## src/rtl/mem_bus_scheduler_pkg.sv

```systemverilog
// Shared encodings for the external memory port scheduler: FIFO message
// types, serial header types and the scheduler state type.
package mem_bus_scheduler_pkg;

  localparam int MSG_TYPE_BITS = 2;

  typedef logic [MSG_TYPE_BITS-1:0] msg_t;

  localparam msg_t MSG_NONE    = 2'd0;
  localparam msg_t MSG_PF      = 2'd1;
  localparam msg_t MSG_RD      = 2'd2;
  localparam msg_t MSG_DISCARD = 2'd3;

  localparam logic [1:0] TX_PF = 2'b01;
  localparam logic [1:0] TX_RD = 2'b10;
  localparam logic [1:0] TX_WR = 2'b11;

  typedef enum logic {
    ST_IDLE = 1'b0,
    ST_SEND = 1'b1
  } state_t;

  // First nibble of every transaction on the pins.
  function automatic logic [3:0] tx_header(input logic [1:0] kind);
    return {2'b10, kind};
  endfunction

endpackage

```

## src/rtl/mem_bus_scheduler_if.sv

```systemverilog
// Request/ack, serial output and response signals of the memory port
// scheduler. slave is the scheduler side, master the requester/pin side.
interface mem_bus_scheduler_if #(
  parameter int ADDR_BITS  = 16,
  parameter int FIFO_DEPTH = 4
);
  localparam int OCC_W = $clog2(FIFO_DEPTH) + 1;

  logic                 pf_req;
  logic [ADDR_BITS-1:0] pf_addr;
  logic                 pf_ack;
  logic                 pf_flush;
  logic                 rd_req;
  logic [ADDR_BITS-1:0] rd_addr;
  logic                 rd_ack;
  logic                 wr_req;
  logic [ADDR_BITS-1:0] wr_addr;
  logic [7:0]           wr_data;
  logic                 wr_ack;
  logic [3:0]           tx_out;
  logic                 tx_active;
  logic                 rx_valid;
  logic [7:0]           rx_data;
  logic                 pf_resp_valid;
  logic                 rd_resp_valid;
  logic [7:0]           resp_data;
  logic [OCC_W-1:0]     outstanding;
  logic                 proto_error;

  modport slave (
    input  pf_req, pf_addr, pf_flush, rd_req, rd_addr,
    input  wr_req, wr_addr, wr_data, rx_valid, rx_data,
    output pf_ack, rd_ack, wr_ack, tx_out, tx_active,
    output pf_resp_valid, rd_resp_valid, resp_data, outstanding, proto_error
  );

  modport master (
    output pf_req, pf_addr, pf_flush, rd_req, rd_addr,
    output wr_req, wr_addr, wr_data, rx_valid, rx_data,
    input  pf_ack, rd_ack, wr_ack, tx_out, tx_active,
    input  pf_resp_valid, rd_resp_valid, resp_data, outstanding, proto_error
  );

endinterface

```

## src/rtl/mem_bus_scheduler_msg_type_fifo.sv

```systemverilog
// Small FIFO of outstanding-response message types. Besides push/pop it can
// bulk-rewrite every entry holding one value into another in a single cycle,
// which is how in-flight prefetches are invalidated on a jump.
module msg_type_fifo #(
  parameter int DEPTH = 4,
  parameter int WIDTH = 2
) (
  input  logic                       clk,
  input  logic                       rst_n,
  input  logic                       push,
  input  logic [WIDTH-1:0]           push_data,
  input  logic                       pop,
  output logic [WIDTH-1:0]           head,
  output logic [$clog2(DEPTH):0]     count,
  input  logic                       rewrite_en,
  input  logic [WIDTH-1:0]           rewrite_from,
  input  logic [WIDTH-1:0]           rewrite_to
);

  localparam int PW = $clog2(DEPTH);

  logic [WIDTH-1:0] entries [DEPTH];
  logic [PW-1:0]    wr_ptr;
  logic [PW-1:0]    rd_ptr;

  assign head = entries[rd_ptr];

  // Storage, pointers and occupancy; a push lands after the rewrite so a
  // freshly pushed entry is never altered in its own cycle.
  always_ff @(posedge clk) begin
    if (!rst_n) begin
      wr_ptr <= '0;
      rd_ptr <= '0;
      count  <= '0;
      for (int i = 0; i < DEPTH; i++) entries[i] <= '0;
    end else begin
      for (int i = 0; i < DEPTH; i++) begin
        if (rewrite_en && entries[i] == rewrite_from) entries[i] <= rewrite_to;
      end
      if (push) begin
        entries[wr_ptr] <= push_data;
        wr_ptr          <= wr_ptr + 1'b1;
      end
      if (pop) rd_ptr <= rd_ptr + 1'b1;
      case ({push, pop})
        2'b10:   count <= count + 1'b1;
        2'b01:   count <= count - 1'b1;
        default: count <= count;
      endcase
    end
  end

endmodule

```

## src/rtl/mem_bus_scheduler.sv

```systemverilog
// Arbitrates prefetch, data read and data write onto the nibble-wide memory
// port, serializes the granted transaction, and steers returning bytes.
//
//   state   | meaning
//   --------+---------------------------------------------------------
//   ST_IDLE | no transaction on the pins; one request may be accepted
//   ST_SEND | shifting header/address/data nibbles out on tx_out
module mem_bus_scheduler
  import mem_bus_scheduler_pkg::*;
#(
  parameter int FIFO_DEPTH = 4,
  parameter int ADDR_BITS  = 16
) (
  input logic                clk,
  input logic                rst_n,
  mem_bus_scheduler_if.slave bus
);

  localparam int ADDR_NIBS  = ADDR_BITS / 4;
  localparam int FRAME_NIBS = ADDR_NIBS + 3;
  localparam int FRAME_BITS = 4 * FRAME_NIBS;
  localparam int CNT_W      = $clog2(FRAME_NIBS + 1);
  localparam int OCC_W      = $clog2(FIFO_DEPTH) + 1;

  state_t                 state_q, state_d;
  logic [FRAME_BITS-1:0]  frame_q;
  logic [CNT_W-1:0]       nib_cnt_q;
  logic                   wr_ack_c, rd_ack_c, pf_ack_c;
  logic [OCC_W-1:0]       fifo_count;
  msg_t                   fifo_head;
  logic                   fifo_full, fifo_empty;
  logic                   fifo_push, fifo_pop;
  msg_t                   fifo_push_data;
  logic                   proto_error_q;

  // Occupancy is the registered count, so a same-cycle pop never opens a slot.
  assign fifo_full  = (fifo_count == OCC_W'(FIFO_DEPTH));
  assign fifo_empty = (fifo_count == '0);

  // State register.
  always_ff @(posedge clk) begin
    if (!rst_n) state_q <= ST_IDLE;
    else        state_q <= state_d;
  end

  // Accept arbitration (write > read > prefetch) and next state.
  always_comb begin
    state_d  = state_q;
    wr_ack_c = 1'b0;
    rd_ack_c = 1'b0;
    pf_ack_c = 1'b0;
    case (state_q)
      ST_IDLE: begin
        if (rst_n) begin
          if (bus.wr_req) begin
            wr_ack_c = 1'b1;
            state_d  = ST_SEND;
          end else if (bus.rd_req && !fifo_full) begin
            rd_ack_c = 1'b1;
            state_d  = ST_SEND;
          end else if (bus.pf_req && !fifo_full && !bus.pf_flush) begin
            pf_ack_c = 1'b1;
            state_d  = ST_SEND;
          end
        end
      end
      ST_SEND: begin
        if (nib_cnt_q == '0) state_d = ST_IDLE;
      end
      default: state_d = ST_IDLE;
    endcase
  end

  // Frame shift register (header in the low nibble) and remaining-nibble
  // down-counter; the last nibble goes out while the counter reads zero.
  always_ff @(posedge clk) begin
    if (!rst_n) begin
      frame_q   <= '0;
      nib_cnt_q <= '0;
    end else if (wr_ack_c) begin
      frame_q   <= {bus.wr_data, bus.wr_addr, tx_header(TX_WR)};
      nib_cnt_q <= CNT_W'(FRAME_NIBS - 1);
    end else if (rd_ack_c) begin
      frame_q   <= {8'h00, bus.rd_addr, tx_header(TX_RD)};
      nib_cnt_q <= CNT_W'(ADDR_NIBS);
    end else if (pf_ack_c) begin
      frame_q   <= {8'h00, bus.pf_addr, tx_header(TX_PF)};
      nib_cnt_q <= CNT_W'(ADDR_NIBS);
    end else if (state_q == ST_SEND) begin
      frame_q <= frame_q >> 4;
      if (nib_cnt_q != '0) nib_cnt_q <= nib_cnt_q - 1'b1;
    end
  end

  assign fifo_push      = rd_ack_c || pf_ack_c;
  assign fifo_push_data = rd_ack_c ? MSG_RD : MSG_PF;
  assign fifo_pop       = bus.rx_valid && !fifo_empty;

  msg_type_fifo #(
    .DEPTH (FIFO_DEPTH),
    .WIDTH (MSG_TYPE_BITS)
  ) u_fifo (
    .clk          (clk),
    .rst_n        (rst_n),
    .push         (fifo_push),
    .push_data    (fifo_push_data),
    .pop          (fifo_pop),
    .head         (fifo_head),
    .count        (fifo_count),
    .rewrite_en   (bus.pf_flush),
    .rewrite_from (MSG_PF),
    .rewrite_to   (MSG_DISCARD)
  );

  // Sticky flag for a response byte arriving with nothing outstanding.
  always_ff @(posedge clk) begin
    if (!rst_n)                           proto_error_q <= 1'b0;
    else if (bus.rx_valid && fifo_empty)  proto_error_q <= 1'b1;
  end

  assign bus.wr_ack        = wr_ack_c;
  assign bus.rd_ack        = rd_ack_c;
  assign bus.pf_ack        = pf_ack_c;
  assign bus.tx_active     = (state_q == ST_SEND);
  assign bus.tx_out        = (state_q == ST_SEND) ? frame_q[3:0] : 4'h0;
  // A prefetch head popped in a flush cycle is already stale.
  assign bus.pf_resp_valid = fifo_pop && (fifo_head == MSG_PF) && !bus.pf_flush;
  assign bus.rd_resp_valid = fifo_pop && (fifo_head == MSG_RD);
  assign bus.resp_data     = bus.rx_data;
  assign bus.outstanding   = fifo_count;
  assign bus.proto_error   = proto_error_q;

endmodule

```

## src/flat_wrapper.sv

```systemverilog
// flat-port wrapper written by rule: the top's interface ports become plain ports
module mem_bus_scheduler_flat import mem_bus_scheduler_pkg::*;
#(
  parameter int FIFO_DEPTH = 4,
  parameter int ADDR_BITS  = 16
)
  (clk, rst_n, bus_pf_req, bus_pf_addr, bus_pf_flush, bus_rd_req, bus_rd_addr, bus_wr_req, bus_wr_addr, bus_wr_data, bus_rx_valid, bus_rx_data, bus_pf_ack, bus_rd_ack, bus_wr_ack, bus_tx_out, bus_tx_active, bus_pf_resp_valid, bus_rd_resp_valid, bus_resp_data, bus_outstanding, bus_proto_error);
  mem_bus_scheduler_if #(.ADDR_BITS(ADDR_BITS), .FIFO_DEPTH(FIFO_DEPTH)) bus_i ();
  input logic clk;
  input logic rst_n;
  input wire logic [$bits(bus_i.pf_req)-1:0] bus_pf_req;
  input wire logic [$bits(bus_i.pf_addr)-1:0] bus_pf_addr;
  input wire logic [$bits(bus_i.pf_flush)-1:0] bus_pf_flush;
  input wire logic [$bits(bus_i.rd_req)-1:0] bus_rd_req;
  input wire logic [$bits(bus_i.rd_addr)-1:0] bus_rd_addr;
  input wire logic [$bits(bus_i.wr_req)-1:0] bus_wr_req;
  input wire logic [$bits(bus_i.wr_addr)-1:0] bus_wr_addr;
  input wire logic [$bits(bus_i.wr_data)-1:0] bus_wr_data;
  input wire logic [$bits(bus_i.rx_valid)-1:0] bus_rx_valid;
  input wire logic [$bits(bus_i.rx_data)-1:0] bus_rx_data;
  output wire logic [$bits(bus_i.pf_ack)-1:0] bus_pf_ack;
  output wire logic [$bits(bus_i.rd_ack)-1:0] bus_rd_ack;
  output wire logic [$bits(bus_i.wr_ack)-1:0] bus_wr_ack;
  output wire logic [$bits(bus_i.tx_out)-1:0] bus_tx_out;
  output wire logic [$bits(bus_i.tx_active)-1:0] bus_tx_active;
  output wire logic [$bits(bus_i.pf_resp_valid)-1:0] bus_pf_resp_valid;
  output wire logic [$bits(bus_i.rd_resp_valid)-1:0] bus_rd_resp_valid;
  output wire logic [$bits(bus_i.resp_data)-1:0] bus_resp_data;
  output wire logic [$bits(bus_i.outstanding)-1:0] bus_outstanding;
  output wire logic [$bits(bus_i.proto_error)-1:0] bus_proto_error;
  assign bus_i.pf_req = bus_pf_req;
  assign bus_i.pf_addr = bus_pf_addr;
  assign bus_i.pf_flush = bus_pf_flush;
  assign bus_i.rd_req = bus_rd_req;
  assign bus_i.rd_addr = bus_rd_addr;
  assign bus_i.wr_req = bus_wr_req;
  assign bus_i.wr_addr = bus_wr_addr;
  assign bus_i.wr_data = bus_wr_data;
  assign bus_i.rx_valid = bus_rx_valid;
  assign bus_i.rx_data = bus_rx_data;
  assign bus_pf_ack = bus_i.pf_ack;
  assign bus_rd_ack = bus_i.rd_ack;
  assign bus_wr_ack = bus_i.wr_ack;
  assign bus_tx_out = bus_i.tx_out;
  assign bus_tx_active = bus_i.tx_active;
  assign bus_pf_resp_valid = bus_i.pf_resp_valid;
  assign bus_rd_resp_valid = bus_i.rd_resp_valid;
  assign bus_resp_data = bus_i.resp_data;
  assign bus_outstanding = bus_i.outstanding;
  assign bus_proto_error = bus_i.proto_error;
  mem_bus_scheduler #(.FIFO_DEPTH(FIFO_DEPTH), .ADDR_BITS(ADDR_BITS)) u_core (.clk(clk), .rst_n(rst_n), .bus(bus_i));
endmodule
```

## config.mk

```make
export PLATFORM = sky130hd
export DESIGN_NAME = mem_bus_scheduler_flat
export DESIGN_NICKNAME = d
export VERILOG_FILES = /design/src/rtl/mem_bus_scheduler_pkg.sv /design/src/rtl/mem_bus_scheduler_if.sv /design/src/rtl/mem_bus_scheduler_msg_type_fifo.sv /design/src/rtl/mem_bus_scheduler.sv /design/src/flat_wrapper.sv
export SDC_FILE = /design/constraint.sdc
export NUM_CORES = 1
export LEC_CHECK = 0
export ABC_CLOCK_PERIOD_IN_PS = 2850
export BUFFER_PORTS_ARGS = -buffer_cell sky130_fd_sc_hd__buf_2
export CAP_MARGIN = 15
export CORE_MARGIN = 2
export CORE_UTILIZATION = 52
export CTS_BUF_LIST = sky130_fd_sc_hd__clkbuf_4 sky130_fd_sc_hd__clkbuf_8 sky130_fd_sc_hd__clkbuf_16
export DETAILED_ROUTE_END_ITERATION = 12
export GPL_TIMING_DRIVEN = 0
export PLACE_DENSITY_LB_ADDON = 0.25
export SLEW_MARGIN = 0
export SYNTH_ARGS = -nofsm -noshare
export SYNTH_HDL_FRONTEND = slang
export SYNTH_SLANG_ARGS = --single-unit
```

## constraint.sdc

```tcl
create_clock -name clk -period 2.85 [get_ports clk]
set_clock_uncertainty 0.1 [all_clocks]
set_input_delay 0.285 -clock clk [delete_from_list [all_inputs] [get_ports clk]]
set_output_delay 0.285 -clock clk [all_outputs]
set_load 0.005 [all_outputs]
```

==> flow_summary.ini <==
[layout]
drive_gt1_share_pct = 27.2
final_common_cell = buf_2
finalNetCount = 531
syn_to_final_growth_pct = 19.0
layout_common_cells = buf_2 (88), dfxtp_1 (42), nand2_1 (27)
num_antenna_cells = 0
final_util_pct = 64.1

[synth]
synth_area_leader_cell = dfxtp_1
synth_top_area_share_pct = 26.4
synth.ff_latch_count = 50
syn_nets = 440
postSynthAreaPerCell_sq_um = 8.83
synthArstFlopShare_pct = 0
postSynthCellCount = 361
synth_cell_types = 48
synth_flop_cell = dfxtp_1
ys_seq_area_share_pct = 33.9
synthesis.area_sq_um = 3190
synth_warnings = 0
ys_top_cells_by_area = dfxtp_1 (26%), edfxtp_1 (7.5%), a41o_1 (5.0%)
synth_edf_count = 8

[clock_network]
ctsResizeCount = 0
clock_tree.root_cell = clkbuf_8
cts_tree = yes
max-clock-path-buffers = 2
h-tree-depth = 2
clkLatencyLatePin_ns = 0.30
cts_hold_buffers = 0
postCtsSetupBuffers = 0
numCtsBuffers = 5
cts.sinks = 50
clk_pin_slew_worst_paths_ns = 0.10

[critical_path]
cp-end-kind = flop
cp_top_family = simple AND/OR/NAND/NOR gates
startpoint_type = flop
criticalPathCategory = flop to flop
cp.arrival_ns = 2.84
path_cells = or3b_4 > o211a_4 > buf_4 > inv_1 > ha_1 > inv_1 > fa_1 > xor2_1 > or3_1 > a21oi_1
path_common_cell = inv_1
path_max_fanout = 10
slowest_delay_ns = 0.44
cp.required_ns = 2.99
cp_slowest_cell = or3b_4
cp.buffers_inverters = 3

[placed_design]
place_congestion = 0.921
portBuffers = 84
hpwlAfterDp_um = 6720

[grt]
antenna_found_initial = 0
grt_util_all_layers_pct = 27.2
grt_max_degree = 17
grt-ovfl-total = 0
grt_pass1_vias = 2990
grt_pass1_wl_um = 14100

[floorplan]
io_pins = 93
rows = 28
core_sq_um = 5920
die-area_sq_um = 6770
die_y_um = 82.3
die_w_um = 82.3
start_util_pct = 53.8

[power_and_ir_drop]
power_density_nw_per_um2 = 480
power.leakage_nw = 1.64
irDropWorstVdd_uv = 343

[run]
maxCapViolCount = 0

[route]
routedWlPerCell_um = 16.7
first_iter_violations = 243
wirelength_um = 8810
num_vias = 3168
postRouteAntennaNets = 0
vias_per_cell = 6.00
drt-pass1-iter-count = 5
drc = 0

[sta]
max_slew_margin_pct = 39.4
setup_viol = 0
min_period_over_period_pct = 94.8
finalMaxSlewViolations = 0
hold_violations = 0
fmaxAchievable_mhz = 370
setup_tns_ns = 0
fin_crit_ns = 2.70
rsz0062_at_grt = no
tightest_slew_ns = 0.907

[hold_path]
hold_path.class = input pin to flop

[run_status]
status = complete, no violations
==> power by group <==
| group | internal, mW | switching [mW] |
|---|---|---|
| Combinational | 0.245 | 0.300 |
| Sequential | 0.798 | 0.0663 |
| Clock | 0.173 | 0.239 |
| Total | 1.22 | 0.606 |
==> layout make-up <==
class	count	area [sq um]
Fill cell	542	2130
Multi-Input combinational cell	255	1840
Sequential cell	50	1080
Timing Repair Buffer	84	420
Buffer	39	201
Tap cell	75	93.8
Clock buffer	5	68.8
Inverter	17	63.8
Clock inverter	3	21.3
==> worst paths after layout <==
path                            slack, ns                                  end  cells past startpoint                                 from
worst max-delay path                 0.15  u_core.u_fifo.count[2]$_SDFFE_PN0P_                     10  u_core.u_fifo.count[2]$_SDFFE_PN0P_
worst min-delay path                 0.11      u_core.frame_q[27]$_SDFFE_PN0P_                      3                       bus_wr_data[7]
worst max register to register       0.15  u_core.u_fifo.count[2]$_SDFFE_PN0P_                     10  u_core.u_fifo.count[2]$_SDFFE_PN0P_
worst min register to register       0.37      u_core.frame_q[23]$_SDFFE_PN0P_                      2      u_core.frame_q[23]$_SDFFE_PN0P_
==> worst register-to-register path, delay by kind of cell (launching register included) <==
kind | cells | cell delay [ns]
compound gates | 2 | 0.34
xor+xnor | 1 | 0.15
fa+ha+maj | 2 | 0.55
buf+inv | 3 | 0.32
flops | 1 | 0.42
simple gates | 2 | 0.75
==> logic make-up after synthesis <==
group                    after synthesis  synth area share [%]
AO/OA/AOI/OAI                        103                  26.3
flip-flops                            50                  33.9
XOR/XNOR                               6                  1.65
buffers and inverters                 56                  8.32
adder cells (fa/ha/maj)                8                  3.38
AND/OR/NAND/NOR                      133                  24.1
multiplexers                           5                  2.35
==> Yosys cell counts (all sizes together), types with 3 or more instances <==
| library cell | n |
|---|---|
| dfxtp | 42 |
| nand2 | 27 |
| a21oi | 26 |
| clkbuf | 22 |
| nor2 | 20 |
| nand2b | 19 |
| buf | 17 |
| inv | 17 |
| a41o | 16 |
| and3b | 16 |
| o211ai | 16 |
| o311ai | 16 |
| or3 | 14 |
| nand3 | 12 |
| edfxtp | 8 |
| o21bai | 8 |
| ha | 7 |
| a2111oi | 6 |
| and2 | 5 |
| a22oi | 4 |
| a32oi | 4 |
| nand3b | 4 |
| nor3 | 4 |
| mux2i | 3 |
| nor4 | 3 |
| xnor2 | 3 |
| xor2 | 3 |
==> sequential cells by signal (all words and copies together), names as in the netlist, named ones only <==
signal and flops:
u_core.bus.proto_error 1, u_core.bus.tx_active 1, u_core.frame_q 28, u_core.nib_cnt_q 3, u_core.u_fifo.count 3, u_core.u_fifo.entries 8, u_core.u_fifo.rd_ptr 2, u_core.u_fifo.wr_ptr 2
==> per-stage QoR <==
stage                     setup slack (ns)  hold slack (ns)  std cells  total power, mW  instance area (sq um)
after floorplan                      0.348            0.322        361             1.24                   3190
after global placement               0.211            0.353        520             1.40                   3700
after detailed placement             0.167            0.359        520             1.42                   3700
after CTS                            0.133            0.106        528             1.83                   3790
after global routing               0.00830            0.126        528             1.93                   3790
final                                0.148            0.106        528             1.82                   3790
==> per-layer routing <==
metal	track usage [%]	vias to the layer above	share of wire, %
met1	33.7	1486	42
met2	48.4	160	48
met3	4.67	10	8.6
met4	7.33	0	1.5
met5	0	-	0
li1	-	1512	-
Power figures use the tool's default switching activity.
